$ cat config.mk
export PLATFORM = sky130hd
export DESIGN_NAME = pe_psum_fifo_param
export DESIGN_NICKNAME = d
export VERILOG_FILES = /design/src/rtl/pe_psum_pkg.sv /design/src/rtl/pe_psum_fifo_ctrl.sv /design/src/rtl/pe_psum_fifo_param.sv
export SDC_FILE = /design/constraint.sdc
export NUM_CORES = 1
export LEC_CHECK = 0
export BUFFER_PORTS_ARGS = -buffer_cell sky130_fd_sc_hd__buf_2
export CAP_MARGIN = 20
export CORE_MARGIN = 4
export CORE_UTILIZATION = 55
export DETAILED_ROUTE_END_ITERATION = 8
export PLACE_DENSITY = 0.76
export SYNTH_ARGS = -nofsm -noshare
export SYNTH_HDL_FRONTEND = slang
export SYNTH_SLANG_ARGS = --single-unit
$ cat constraint.sdc
create_clock -name clk -period 5.4 [get_ports clk]
set_input_delay 0.54 -clock clk [delete_from_list [all_inputs] [get_ports clk]]
set_output_delay 0.54 -clock clk [all_outputs]
set_load 0.01 [all_outputs]
$ cat src/rtl/pe_psum_pkg.sv
// Shared psum constants and types for the PE psum datapath and its FIFOs.
package pe_psum_pkg;

    localparam int PSUM_W          = 21;
    localparam int PSUM_FIFO_DEPTH = 4;
    localparam int PSUM_FIFO_AF    = 3;

    typedef logic signed [PSUM_W-1:0] psum_t;

    // Bits needed to count 0..depth inclusive.
    function automatic int lvl_width(input int depth);
        return $clog2(depth) + 1;
    endfunction

endpackage

$ cat src/rtl/pe_psum_fifo_ctrl.sv
// Psum FIFO bookkeeping: read/write pointers, authoritative level counter and
// the empty/full/almost-full flags derived from it.
module pe_psum_fifo_ctrl
    import pe_psum_pkg::*;
#(
    parameter int DEPTH     = PSUM_FIFO_DEPTH,
    parameter int AF_THRESH = PSUM_FIFO_AF
) (
    input  logic                     clk,
    input  logic                     rst,
    input  logic                     flush_i,
    input  logic                     push_i,
    input  logic                     pop_i,
    output logic [$clog2(DEPTH)-1:0] wr_ptr_o,
    output logic [$clog2(DEPTH)-1:0] rd_ptr_o,
    output logic [$clog2(DEPTH):0]   level_o,
    output logic                     empty_o,
    output logic                     full_o,
    output logic                     almost_full_o
);

    localparam int ADDR_W = $clog2(DEPTH);
    localparam int LVL_W  = ADDR_W + 1;

    logic [ADDR_W-1:0] wr_ptr_q, wr_ptr_d;
    logic [ADDR_W-1:0] rd_ptr_q, rd_ptr_d;
    logic [LVL_W-1:0]  level_q,  level_d;

    always_comb begin
        wr_ptr_d = wr_ptr_q;
        rd_ptr_d = rd_ptr_q;
        level_d  = level_q;
        if (flush_i) begin
            wr_ptr_d = '0;
            rd_ptr_d = '0;
            level_d  = '0;
        end else begin
            // Pointers wrap naturally because DEPTH is a power of two.
            if (push_i) wr_ptr_d = wr_ptr_q + ADDR_W'(1);
            if (pop_i)  rd_ptr_d = rd_ptr_q + ADDR_W'(1);
            level_d = level_q + LVL_W'(push_i) - LVL_W'(pop_i);
        end
    end

    always_ff @(posedge clk) begin
        if (rst) begin
            wr_ptr_q <= '0;
            rd_ptr_q <= '0;
            level_q  <= '0;
        end else begin
            wr_ptr_q <= wr_ptr_d;
            rd_ptr_q <= rd_ptr_d;
            level_q  <= level_d;
        end
    end

    assign wr_ptr_o      = wr_ptr_q;
    assign rd_ptr_o      = rd_ptr_q;
    assign level_o       = level_q;
    assign empty_o       = (level_q == '0);
    assign full_o        = (level_q == LVL_W'(DEPTH));
    assign almost_full_o = (level_q >= LVL_W'(AF_THRESH));

endmodule

$ cat src/rtl/pe_psum_fifo_param.sv
// Parametrised psum FIFO between the PE psum datapath and the cluster psum network.
// Define PE_PSUM_FIFO_BYPASS_EN for combinational fall-through while empty.
module pe_psum_fifo_param
    import pe_psum_pkg::*;
#(
    parameter int DATA_W    = PSUM_W,
    parameter int DEPTH     = PSUM_FIFO_DEPTH,
    parameter int AF_THRESH = PSUM_FIFO_AF
) (
    input  logic                     clk,
    input  logic                     rst,
    input  logic                     flush,
    input  logic                     data_in_valid,
    output logic                     data_in_ready,
    input  logic signed [DATA_W-1:0] data_in,
    output logic                     data_out_valid,
    input  logic                     data_out_ready,
    output logic signed [DATA_W-1:0] data_out,
    output logic [$clog2(DEPTH):0]   level,
    output logic                     almost_full
);

    localparam int ADDR_W = $clog2(DEPTH);

    logic [ADDR_W-1:0]        wr_ptr, rd_ptr;
    logic                     empty, full;
    logic                     push_hs, pop_hs, bypass_xfer;
    logic                     wr_en, rd_en;
    logic signed [DATA_W-1:0] storage_q [DEPTH];

    pe_psum_fifo_ctrl #(
        .DEPTH     (DEPTH),
        .AF_THRESH (AF_THRESH)
    ) u_ctrl (
        .clk           (clk),
        .rst           (rst),
        .flush_i       (flush),
        .push_i        (wr_en),
        .pop_i         (rd_en),
        .wr_ptr_o      (wr_ptr),
        .rd_ptr_o      (rd_ptr),
        .level_o       (level),
        .empty_o       (empty),
        .full_o        (full),
        .almost_full_o (almost_full)
    );

    // Ready depends only on registered state and flush, never on the consumer.
    assign data_in_ready = ~full & ~flush;

`ifdef PE_PSUM_FIFO_BYPASS_EN
    assign data_out_valid = ~flush & (empty ? data_in_valid : 1'b1);
    assign data_out       = (empty & ~flush) ? data_in : storage_q[rd_ptr];
    // A word that falls through and is consumed the same cycle never touches storage.
    assign bypass_xfer    = empty & push_hs & data_out_ready;
`else
    assign data_out_valid = ~empty & ~flush;
    assign data_out       = storage_q[rd_ptr];
    assign bypass_xfer    = 1'b0;
`endif

    assign push_hs = data_in_valid & data_in_ready;
    assign pop_hs  = data_out_valid & data_out_ready;
    assign wr_en   = push_hs & ~bypass_xfer;
    assign rd_en   = pop_hs & ~bypass_xfer;

    for (genvar gi = 0; gi < DEPTH; gi++) begin : g_entry
        always_ff @(posedge clk) begin
            if (rst) begin
                storage_q[gi] <= '0;
            end else if (wr_en && (wr_ptr == ADDR_W'(gi))) begin
                storage_q[gi] <= data_in;
            end
        end
    end

endmodule

# Yosys cells after proc, flatten, opt, wreduce, memory -nomap -nowiden
# Memories as Yosys holds them, arrays and structs flattened. A register that Yosys moved wholly into a read port is not among the register bits.
# Index checks and enable logic that the tools add are counted.
dict set report classes {
  muxes 20
  div_mod_pow 0
  n_addsub 4
  shift 0
  n_bitwise 11
  reduce_logical 7
  magnitude_cmp 1
  n_eq_ne 4
  mul 0
}
# operator n
set ops {}
lappend ops {{21-bit 2-to-1 mux} 4}
lappend ops {{1-bit 2-to-1 mux} 14}
lappend ops {{2-bit by 1-bit adder with 2-bit output, second input constant} 2}
lappend ops {{1-bit AND} 4}
lappend ops {{2-bit == test, second input constant} 2}
lappend ops {{1-bit logical AND} 4}
lappend ops {{2-bit 2-to-1 mux} 2}
lappend ops {{1-bit OR} 4}
lappend ops {{3-bit by 1-bit adder with 3-bit output} 1}
lappend ops {{3-bit == test, second input constant} 1}
lappend ops {{3-bit by 2-bit >= comparator with 1-bit output, second input constant} 1}
lappend ops {{3-bit zero test} 1}
lappend ops {{1-bit inverter} 3}
lappend ops {{3-bit by 1-bit subtractor with 3-bit output} 1}
lappend ops {{2-bit by 1-bit == test with 1-bit output, second input constant} 1}
lappend ops {{2-bit zero test} 1}
lappend ops {{2-bit OR reduction} 1}
dict set report totals {
  romBits 0
  word_cells 51
  ramBits 84
  mem_count 1
  out_inout_bits 27
  latchBits 0
  ff_bits 7
}
# name words width rd rd_ports_with_merged_regs wr line_no
set mem_list {}
lappend mem_list {storage_q 4 21 1 1 4 pe_psum_fifo_param.sv:29} ;# logic signed [DATA_W-1:0] storage_q [DEPTH];

# Logic depth before layout (Yosys ltp)
# Gate-level depths: netlist of the first run.
dict set report depth {
  depth_word 9
  depth_mapped 9
  depth_no_buf 9
}

# Cells and area by module
# Synthesis of the first run repeated with hierarchy kept, for this count alone.
dict set report hier_totals {
  hier_cells 283
  hier_area_um2 4540.6
}
# module cells_each area_per_inst_um2 seq_area_each_um2 instances
set by_module_without_submodules {}
lappend by_module_without_submodules {pe_psum_fifo_param 247 4182.8 2522.4 1}
lappend by_module_without_submodules {pe_psum_fifo_ctrl 36 357.8 140.1 1}

# Worst setup path after synthesis of the first run
# OpenSTA, ideal clock, no wires.
dict set report synth_timing {
  kind {input port to flip-flop}
  from {in flush}
  to {reg u_ctrl.level_q[2] (netlist: u_ctrl.level_o[2])}
  path_slack_ns 3.234
  required_time_ns 5.322
  cell_stages 9
  arrival_time_ns 2.088
  n_path_buf 1
  cell_sequence {buf_2 > nor3b_2 > ha_1 > inv_1 > ha_1 > inv_1 > fa_1 > xor2_1 > nor3_1}
}
dict set report synth_via {
  elab_cells_between_ends 8
}
# element line_no
set synth_lines {}
lappend synth_lines {{start: declaration} pe_psum_fifo_param.sv:12} ;# input logic flush,
lappend synth_lines {{1-bit inverter} pe_psum_fifo_param.sv:57} ;# assign data_out_valid = ~empty & ~flush;
lappend synth_lines {{1-bit AND} pe_psum_fifo_param.sv:57}
lappend synth_lines {{1-bit AND} pe_psum_fifo_param.sv:63} ;# assign pop_hs = data_out_valid & data_out_ready;
lappend synth_lines {{via pop_hs} pe_psum_fifo_param.sv:27} ;# logic push_hs, pop_hs, bypass_xfer;
lappend synth_lines {{3-bit by 1-bit subtractor with 3-bit output} pe_psum_fifo_ctrl.sv:41} ;# level_d = level_q + LVL_W'(push_i) - LVL_W'(pop_i);
lappend synth_lines {{end signal: assignment} pe_psum_fifo_ctrl.sv:53} ;# level_q <= level_d;
lappend synth_lines {{end: declaration} pe_psum_fifo_ctrl.sv:27} ;# logic [LVL_W-1:0] level_q, level_d;
# The timed path passes the listed nets, and every way through them passes these cells.
# A chain may end at the register's enable or synchronous reset.

==> results by group, run 1 <==
Timing
  – Least-Margin Pin Slew: about 1.1 ns
  – Post-layout worst setup margin: between 2 and 3 ns
  – Setup Skew: between 0.004 and 0.005 ns
  – Worst hold slack across all endpoints: ~0.49 ns
  – Number of slew-limit violations in the final report: 0
  – Final Hold Violating Endpoints: 0
  – Remaining max-slew budget at the tightest pin: 27.4%
  – Setup repair after global routing missed its margin: false
  – Final Critical Period: between 2 and 2.5 ns
  – Final setup violation count: 0
  – Fin Setup TNS: 0 ns
  – Max Clk Rate: between 0.4 and 0.5 GHz
  – Final Cycle Share: around 46%

Floorplanning
  – Row count: 31
  – Number of top-level pins: 53
  – Full die area: about 9100 um^2
  – Chip Height: 95.2 um
  – Initial core utilization: about 57%
  – Die extent in x: 95.2 um
  – Standard cell core area: about 7300 um^2

Synthesis
  – Mux contribution to synthesized area: approximately an eighth
  – FF+latch count, synth: 93
  – Mean post-synth cell area: around 15 um^2
  – Seq/Total Area, Yosys: 64.7%
  – Main flop type after synthesis: sky130_fd_sc_hd__edfxtp_1
  – Area share of fa/ha/maj cells after synthesis: 2.58%
  – Share of flip-flops with an asynchronous set or reset: 0%
  – YS warnings: 0
  – Cell count after synthesis: about 290
  – Count of cell types in the netlist: 29
  – Area share of and/or/nand/nor cells after synthesis: 16.0%
  – Synthesized netlist net count: 320
  – Post-synth EDFFs: 84
  – Netlist area before placement: between 4000 and 5000 um^2
  – Dominant combinational cell family by area after synthesis: simple AND/OR/NAND/NOR gates
  – Complex-gate fraction of the synthesized area: 0.839%
  – Xor-xnor portion of the synthesized cell area: 0.210%

Clocking
  – CTS Root Cell: sky130_fd_sc_hd__clkbuf_8
  – Number of sinks on the clock net: between 90 and 100
  – CTS hold repair buffers: 0
  – Clock-pin slew reported for the worst setup and hold paths after clock tree synthesis: 0.09 ns
  – CTS Buf Count: 9
  – H-tree Lvls: 3
  – Post-CTS sizing: 0
  – Clock tree buffer depth: 2
  – Clock insertion delay at the later pin of the skew report: 0.35 ns
  – CTS tree: built
  – Post-CTS Setup Inserts: 0

Outcome
  – Result of the run: finished, final reports clean

Cells and area
  – Fill cells: 567
  – Final cell utilization of the core: between 60% and 70%
  – Ratio of cells with drive above 1 in the final layout: approximately 29%
  – Most common cell after layout, fill and taps aside: sky130_fd_sc_hd__nor2_1
  – Synth-to-layout area growth: 11.3%
  – Commonest cells after routing, fill and taps aside: 86 x sky130_fd_sc_hd__nor2_1, 84 x sky130_fd_sc_hd__edfxtp_1, 52 x sky130_fd_sc_hd__buf_2
  – Area occupied by multi-input gates: around 1300 um^2
  – Antenna diode count: 0
  – Flip-flop and latch area: 2700 um^2
  – Final #Nets: about 370

Power and ir drop
  – Internal: approximately 1000 uW
  – Relative contribution of the clock network to total power: ~31%
  – Combinational power share: ~8%
  – PD cells: between 200 and 300 nW/um^2
  – Total design power: between 1000 and 1500 uW
  – Peak VDD IR: 0.145 mV
  – Switch Pwr: 318 uW
  – Switching part of the total: a little under a quarter
  – Fraction of power consumed by sequential logic: between 60% and 70%
  – Leakage power total: 0.00168 uW

Setup path
  – Data arrival time of the worst path: ~2.5 ns
  – Biggest fanout along the worst timing path: 22
  – CP startpoint kind: flop
  – Worst reg-to-reg setup slack: between 2 and 3 ns
  – Sequence of cells on the critical path: or3b_1 -> nand3_4 -> nand2b_1
  – Buffers and inverters on the worst path: 0
  – Family with the most delay on the worst path: simple AND/OR/NAND/NOR gates
  – Max stage delay on crit path: 0.88 ns
  – Setup crit end kind: flop
  – Critical path type: reg2reg
  – Required time worst endpoint: around 5.4 ns
  – Worst path depth: 3
  – Cell with the biggest individual delay on the critical path: sky130_fd_sc_hd__nand2b_1
  – Length in cells of the worst reg-to-reg path: 3

GRT
  – Overflow left after global routing: 0
  – Vias in the first global route: around 2.5k
  – Pin count of the biggest net entering global routing: 30
  – Global-route usage over all layers: between 10% and 20%
  – Wire length of the first global-routing pass: between 10000 and 15000 um
  – Number of antenna violations at the first check in global routing: 0

Detailed routing
  – Number of search-and-repair iterations in the first detailed-routing pass: 4
  – Wire length reported by the detailed router: approximately 7700 um
  – Number of vias after detailed routing: approximately 2.4k
  – DRC violation total after the first TritonRoute iteration: ~160
  – Antenna-violating nets left: 0
  – DRC violation count after routing: 0
  – Wire per inst: 17.5 um
  – Mean number of vias per cell: 5.36

Run
  – Number of maximum-capacitance constraint violations: 0

Place
  – I/O Buffers: 52
  – Worst slack at placement: 2.70 ns
  – HPWL after detailed placement: about 5100 um
  – Routability-driven placement congestion ratio: about 0.76

Hold path
  – Instance count along the most critical hold path: 2
  – Path category of the worst min-delay check: in2reg
[per-stage QoR]
| stage | std cells | area (um^2) |
|---|---|---|
| 5_1_grt | 439 | 4650 |
| 3_3_place_gp | 421 | 4430 |
| 2_1_floorplan | 286 | 4180 |
| 3_5_place_dp | 421 | 4430 |
| 4_1_cts | 437 | 4610 |
| 6_report | 439 | 4650 |
[synth_stat cells (3+ instances only)]
library cell	number	area [um^2]
sky130_fd_sc_hd__nor2_1	86	323
sky130_fd_sc_hd__edfxtp_1	84	2520
sky130_fd_sc_hd__nand2b_1	25	156
sky130_fd_sc_hd__mux4_2	21	473
sky130_fd_sc_hd__buf_6	9	101
sky130_fd_sc_hd__dfxtp_1	9	180
sky130_fd_sc_hd__ha_1	7	87.6
sky130_fd_sc_hd__inv_1	6	22.5
sky130_fd_sc_hd__clkbuf_1	5	18.8
sky130_fd_sc_hd__nand2_1	4	15.0
sky130_fd_sc_hd__nand3_4	4	70.1
sky130_fd_sc_hd__nor3_1	3	15.0
[registers in the layout, summed over array words and instances (netlist names), named ones only]
name,cells
storage_q,84
u_ctrl.level_o,3
u_ctrl.rd_ptr_o,2
u_ctrl.wr_ptr_o,2
[worst paths after layout]
| path | start | to |
|---|---|---|
| worst max-delay path | u_ctrl.level_o[1] | storage_q[3][12] |
| worst min-delay path | flush | u_ctrl.level_o[1] |
| worst max register to register | u_ctrl.level_o[1] | storage_q[3][12] |
| worst min register to register | u_ctrl.wr_ptr_o[1] | u_ctrl.wr_ptr_o[1] |
[final cells by class]
type / count / share of cell area, %
clock inverters: 6 / 1.05
inverters: 6 / 0.485
repair buffers: 55 / 6.68
flip-flops and latches: 93 / 58.1
well taps: 99 / 2.66
clock buffers: 10 / 2.75
multi-input cells: 170 / 28.2
[worst register-to-register path, stage by stage (launching register included)]
cell and delay (ns):
sky130_fd_sc_hd__dfxtp_1 0.45, sky130_fd_sc_hd__or3b_1 0.44, sky130_fd_sc_hd__nand3_4 0.33, sky130_fd_sc_hd__nand2b_1 0.89
[metal layers]
layer,vias up,part of all wire (%),GRT usage (%)
met1,1169,41,22.2
met3,15,3.8,3.47
met4,0,2.5,8.41
li1,1119,-,-
met5,-,0,0
met2,51,53,31.1
[power groups by stage]
stage | Sequential (uW) | Combinational (uW) | Clock [uW]
floorplan | 834 | 68.8 | 0
global placement | 837 | 101 | 0
detailed placement | 839 | 104 | 0
CTS | 822 | 104 | 423
global route | 824 | 117 | 452
finish | 822 | 107 | 417
[logic make-up (layout without fill, tap and decap cells)]
group | after synthesis | count (layout)
and+or+nand+nor | 133 | 133
DFF | 93 | 93
muxes | 23 | 23
buffers and inverters | 23 | 77
adders and majority gates | 8 | 8
AOI/OAI and AO/OA | 5 | 5
xor gates and xnor gates | 1 | 1
Power figures use the tool's default switching activity.
==> run 2: changes to the inputs <==
==> constraint.sdc (replaced) <==
create_clock -name clk -period 2.4 [get_ports clk]
set_input_delay 0.24 -clock clk [delete_from_list [all_inputs] [get_ports clk]]
set_output_delay 0.24 -clock clk [all_outputs]
set_load 0.01 [all_outputs]
==> run 2 against run 1 <==
  * Total power up 140%
  * Design area grew 2.1%
  * Sequential share of layout area fell by 1.2 points
  * Final cell count up 2.3%
  * Count of clock-buffer cells in the layout is 1 lower
  * Critical endpoint is now u_ctrl.level_o[2]
  * Largest cell class unchanged
  * Highest routed layer unchanged
==> results by group, run 2 (same netlist as run 1, synthesis figures left out) <==
Clocking
  – Clock-pin slew reported for the worst setup and hold paths after clock tree synthesis: 0.09 ns (about the same)
  – CTS tree: built (unchanged)
  – CTS Buf Count: 9 (unchanged)
  – Number of sinks on the clock net: 93 (unchanged)
  – Clock insertion delay at the later pin of the skew report: 0.36 ns (was 0.35 ns)
  – CTS hold repair buffers: 0 (unchanged)
  – Clock tree buffer depth: 2 (unchanged)
  – H-tree Lvls: 3 (unchanged)
  – CTS Root Cell: sky130_fd_sc_hd__clkbuf_8 (unchanged)

Detailed routing
  – DRC violation total after the first TritonRoute iteration: 188 (was 157)
  – Antenna-violating nets left: 0 (unchanged)
  – DRC violation count after routing: 0 (unchanged)
  – Wire length reported by the detailed router: 7520 um (was 7680 um)
  – Mean number of vias per cell: 5.32 (was 5.36)
  – Wire per inst: 16.7 um (was 17.5 um)
  – Number of vias after detailed routing: 2389 (was 2354)
  – Number of search-and-repair iterations in the first detailed-routing pass: 4 (unchanged)

Setup path
  – Cell with the biggest individual delay on the critical path: sky130_fd_sc_hd__dfxtp_1 (was sky130_fd_sc_hd__nand2b_1)
  – Biggest fanout along the worst timing path: 6 (was 22)
  – Setup crit end kind: flop (unchanged)
  – Worst path depth: 9 (was 3)
  – Required time worst endpoint: 2.67 ns (was 5.37 ns)
  – Worst reg-to-reg setup slack: 0.23 ns (was 2.92 ns)
  – Length in cells of the worst reg-to-reg path: 9 (was 3)
  – Max stage delay on crit path: 0.47 ns (was 0.88 ns)
  – Critical path type: reg2reg (unchanged)
  – RR Endpoint: u_ctrl.level_o[2] (was storage_q[3][12])
  – Source of the critical timing path: u_ctrl.level_o[1] (unchanged)
  – CP startpoint kind: flop (unchanged)
  – Family with the most delay on the worst path: adder cells (was simple AND/OR/NAND/NOR gates)
  – Data arrival time of the worst path: 2.44 ns (was 2.45 ns)
  – Launch instance of the worst register-to-register path: u_ctrl.level_o[1] (unchanged)
  – Buffers and inverters on the worst path: 2 (was 0)
  – Sequence of cells on the critical path: nor3_2 -> nor3b_2 -> ha_1 -> inv_1 -> ha_1 -> inv_1 -> fa_1 -> xor2_1 -> nor3_1 (was or3b_1 -> nand3_4 -> nand2b_1)

Power and ir drop
  – Leakage power total: 0.00174 uW (was 0.00168 uW)
  – Peak VDD IR: 0.282 mV (was 0.145 mV)
  – PD cells: 680 nW/um^2 (was 290 nW/um^2)

Cells and area
  – Commonest cells after routing, fill and taps aside: 86 x sky130_fd_sc_hd__nor2_1, 84 x sky130_fd_sc_hd__edfxtp_1, 52 x sky130_fd_sc_hd__buf_2 (unchanged)
  – Antenna diode count: 0 (unchanged)
  – Final #Nets: 379 (was 369)
  – Ratio of cells with drive above 1 in the final layout: 32.0% (was 29.4%)
  – Register ranked first by flip-flop count: storage_q (unchanged)
  – Synth-to-layout area growth: 13.6% (was 11.3%)
  – Post-Layout Inst Area: 4750 um^2 (was 4650 um^2)
  – Number of flip-flops in the largest register: 84 (unchanged)
  – Most common cell after layout, fill and taps aside: sky130_fd_sc_hd__nor2_1 (unchanged)

Timing
  – Setup repair after global routing missed its margin: false (unchanged)
  – Final Critical Period: 2.17 ns (was 2.48 ns)
  – Final Cycle Share: 90.4% (was 46.0%)
  – Final Hold Violating Endpoints: 0 (unchanged)
  – Number of slew-limit violations in the final report: 0 (unchanged)
  – Least-Margin Pin Slew: 0.489 ns (was 1.09 ns)
  – Fin Setup TNS: 0 ns (unchanged)
  – Remaining max-slew budget at the tightest pin: 67.4% (was 27.4%)
  – Max Clk Rate: 0.461 GHz (was 0.403 GHz)
  – Final setup violation count: 0 (unchanged)
  – Setup Skew: 0.00799 ns (was 0.00494 ns)

Floorplanning
  – Initial core utilization: 57.0% (unchanged)
  – Chip Height: 95.2 um (unchanged)
  – Full die area: 9050 um^2 (unchanged)
  – Die extent in x: 95.2 um (unchanged)
  – Row count: 31 (unchanged)
  – Standard cell core area: 7330 um^2 (unchanged)
  – Number of top-level pins: 53 (unchanged)

Run
  – Number of maximum-capacitance constraint violations: 0 (unchanged)

GRT
  – Pin count of the biggest net entering global routing: 30 (unchanged)
  – Number of antenna violations at the first check in global routing: 0 (unchanged)
  – Routing usage on met3: 4.58% (was 3.47%)
  – Met1 usage: 21.3% (was 22.2%)
  – Global-route usage over all layers: 18.5% (was 18.1%)
  – Overflow left after global routing: 0 (unchanged)
  – Met2 layer usage reported by global route: 32.7% (was 31.1%)
  – Wire length of the first global-routing pass: 12100 um (was 12000 um)
  – Vias in the first global route: 2468 (was 2459)
  – Busiest layer in global routing: met2 (unchanged)

Hold path
  – Worst Min Path Start: flush (unchanged)
  – Terminating pin of the worst hold path: u_ctrl.level_o[1] (unchanged)
  – Instance count along the most critical hold path: 2 (unchanged)
  – Path category of the worst min-delay check: in2reg (unchanged)

Place
  – Routability-driven placement congestion ratio: 0.751 (was 0.756)
  – Placement Cell Area: 4520 um^2 (was 4430 um^2)
  – HPWL after detailed placement: 4880 um (was 5060 um)
  – I/O Buffers: 52 (unchanged)

Outcome
  – Result of the run: finished, final reports clean (unchanged)
## run 2: changes by cell type in the layout (fill, tap and decap cells not counted), sizes merged
cell and delta:
bufinv +2, buf +10, clkinvlp -1, clkbuf -1
## run 2: repair_timing
| item | 4_1_cts | 5_1_grt |
|---|---|---|
| buffers inserted | 0 | 0 |
| endpoints found under the setup margin | 0 | 1 |
| gates resized for setup | 0 | 1 |
| endpoints found under the hold margin | 0 | 0 |
## run 2: area by class of cell
class                   instances  area [um^2]
fillers                       532         2580
repair buffers                 65          358
clock inverters                 7         97.6
flip-flops and latches         93         2700
clock buffers                   9          124
multi-input cells             170         1320
inverters                       6         22.5
well taps                      99          124
## run 2: layer usage
metal	routed length (um)	up-vias
met3	529	11
met4	142	0
met5	0	-
met1	2870	1149
li1	-	1141
met2	3970	88
## run 2: through the flow
stage | worst slack [ns] | std cells | util (%) | hold WS [ns] | power, uW
after floorplan | 0.374 | 286 | - | 0.465 | 2030
after global placement | 0.283 | 433 | 61.6 | 0.491 | 2120
after detailed placement | 0.150 | 433 | 61.6 | 0.496 | 2130
after CTS | 0.121 | 449 | 64.7 | 0.163 | 3250
after global routing | 0.0764 | 449 | 64.7 | 0.175 | 3360
final | 0.230 | 449 | 64.7 | 0.187 | 3230
## run 2: power by group
| group | internal [uW] | leakage, uW | switching, uW |
|---|---|---|---|
| Sequential | 1830 | 0.000946 | 18.5 |
| Combinational | 104 | 0.000692 | 139 |
| Clock | 590 | 0.000106 | 549 |
## run 2: how the worst max path moves through the flow
stage | slack [ns] | endpoint
5_1_grt | 0.08 | u_ctrl.level_o[2]
6_report | 0.23 | u_ctrl.level_o[2]
4_1_cts | 0.12 | u_ctrl.level_o[2]
2_1_floorplan | 0.37 | u_ctrl.level_o[2]
3_5_place_dp | 0.15 | u_ctrl.level_o[2]
3_3_place_gp | 0.28 | u_ctrl.level_o[2]
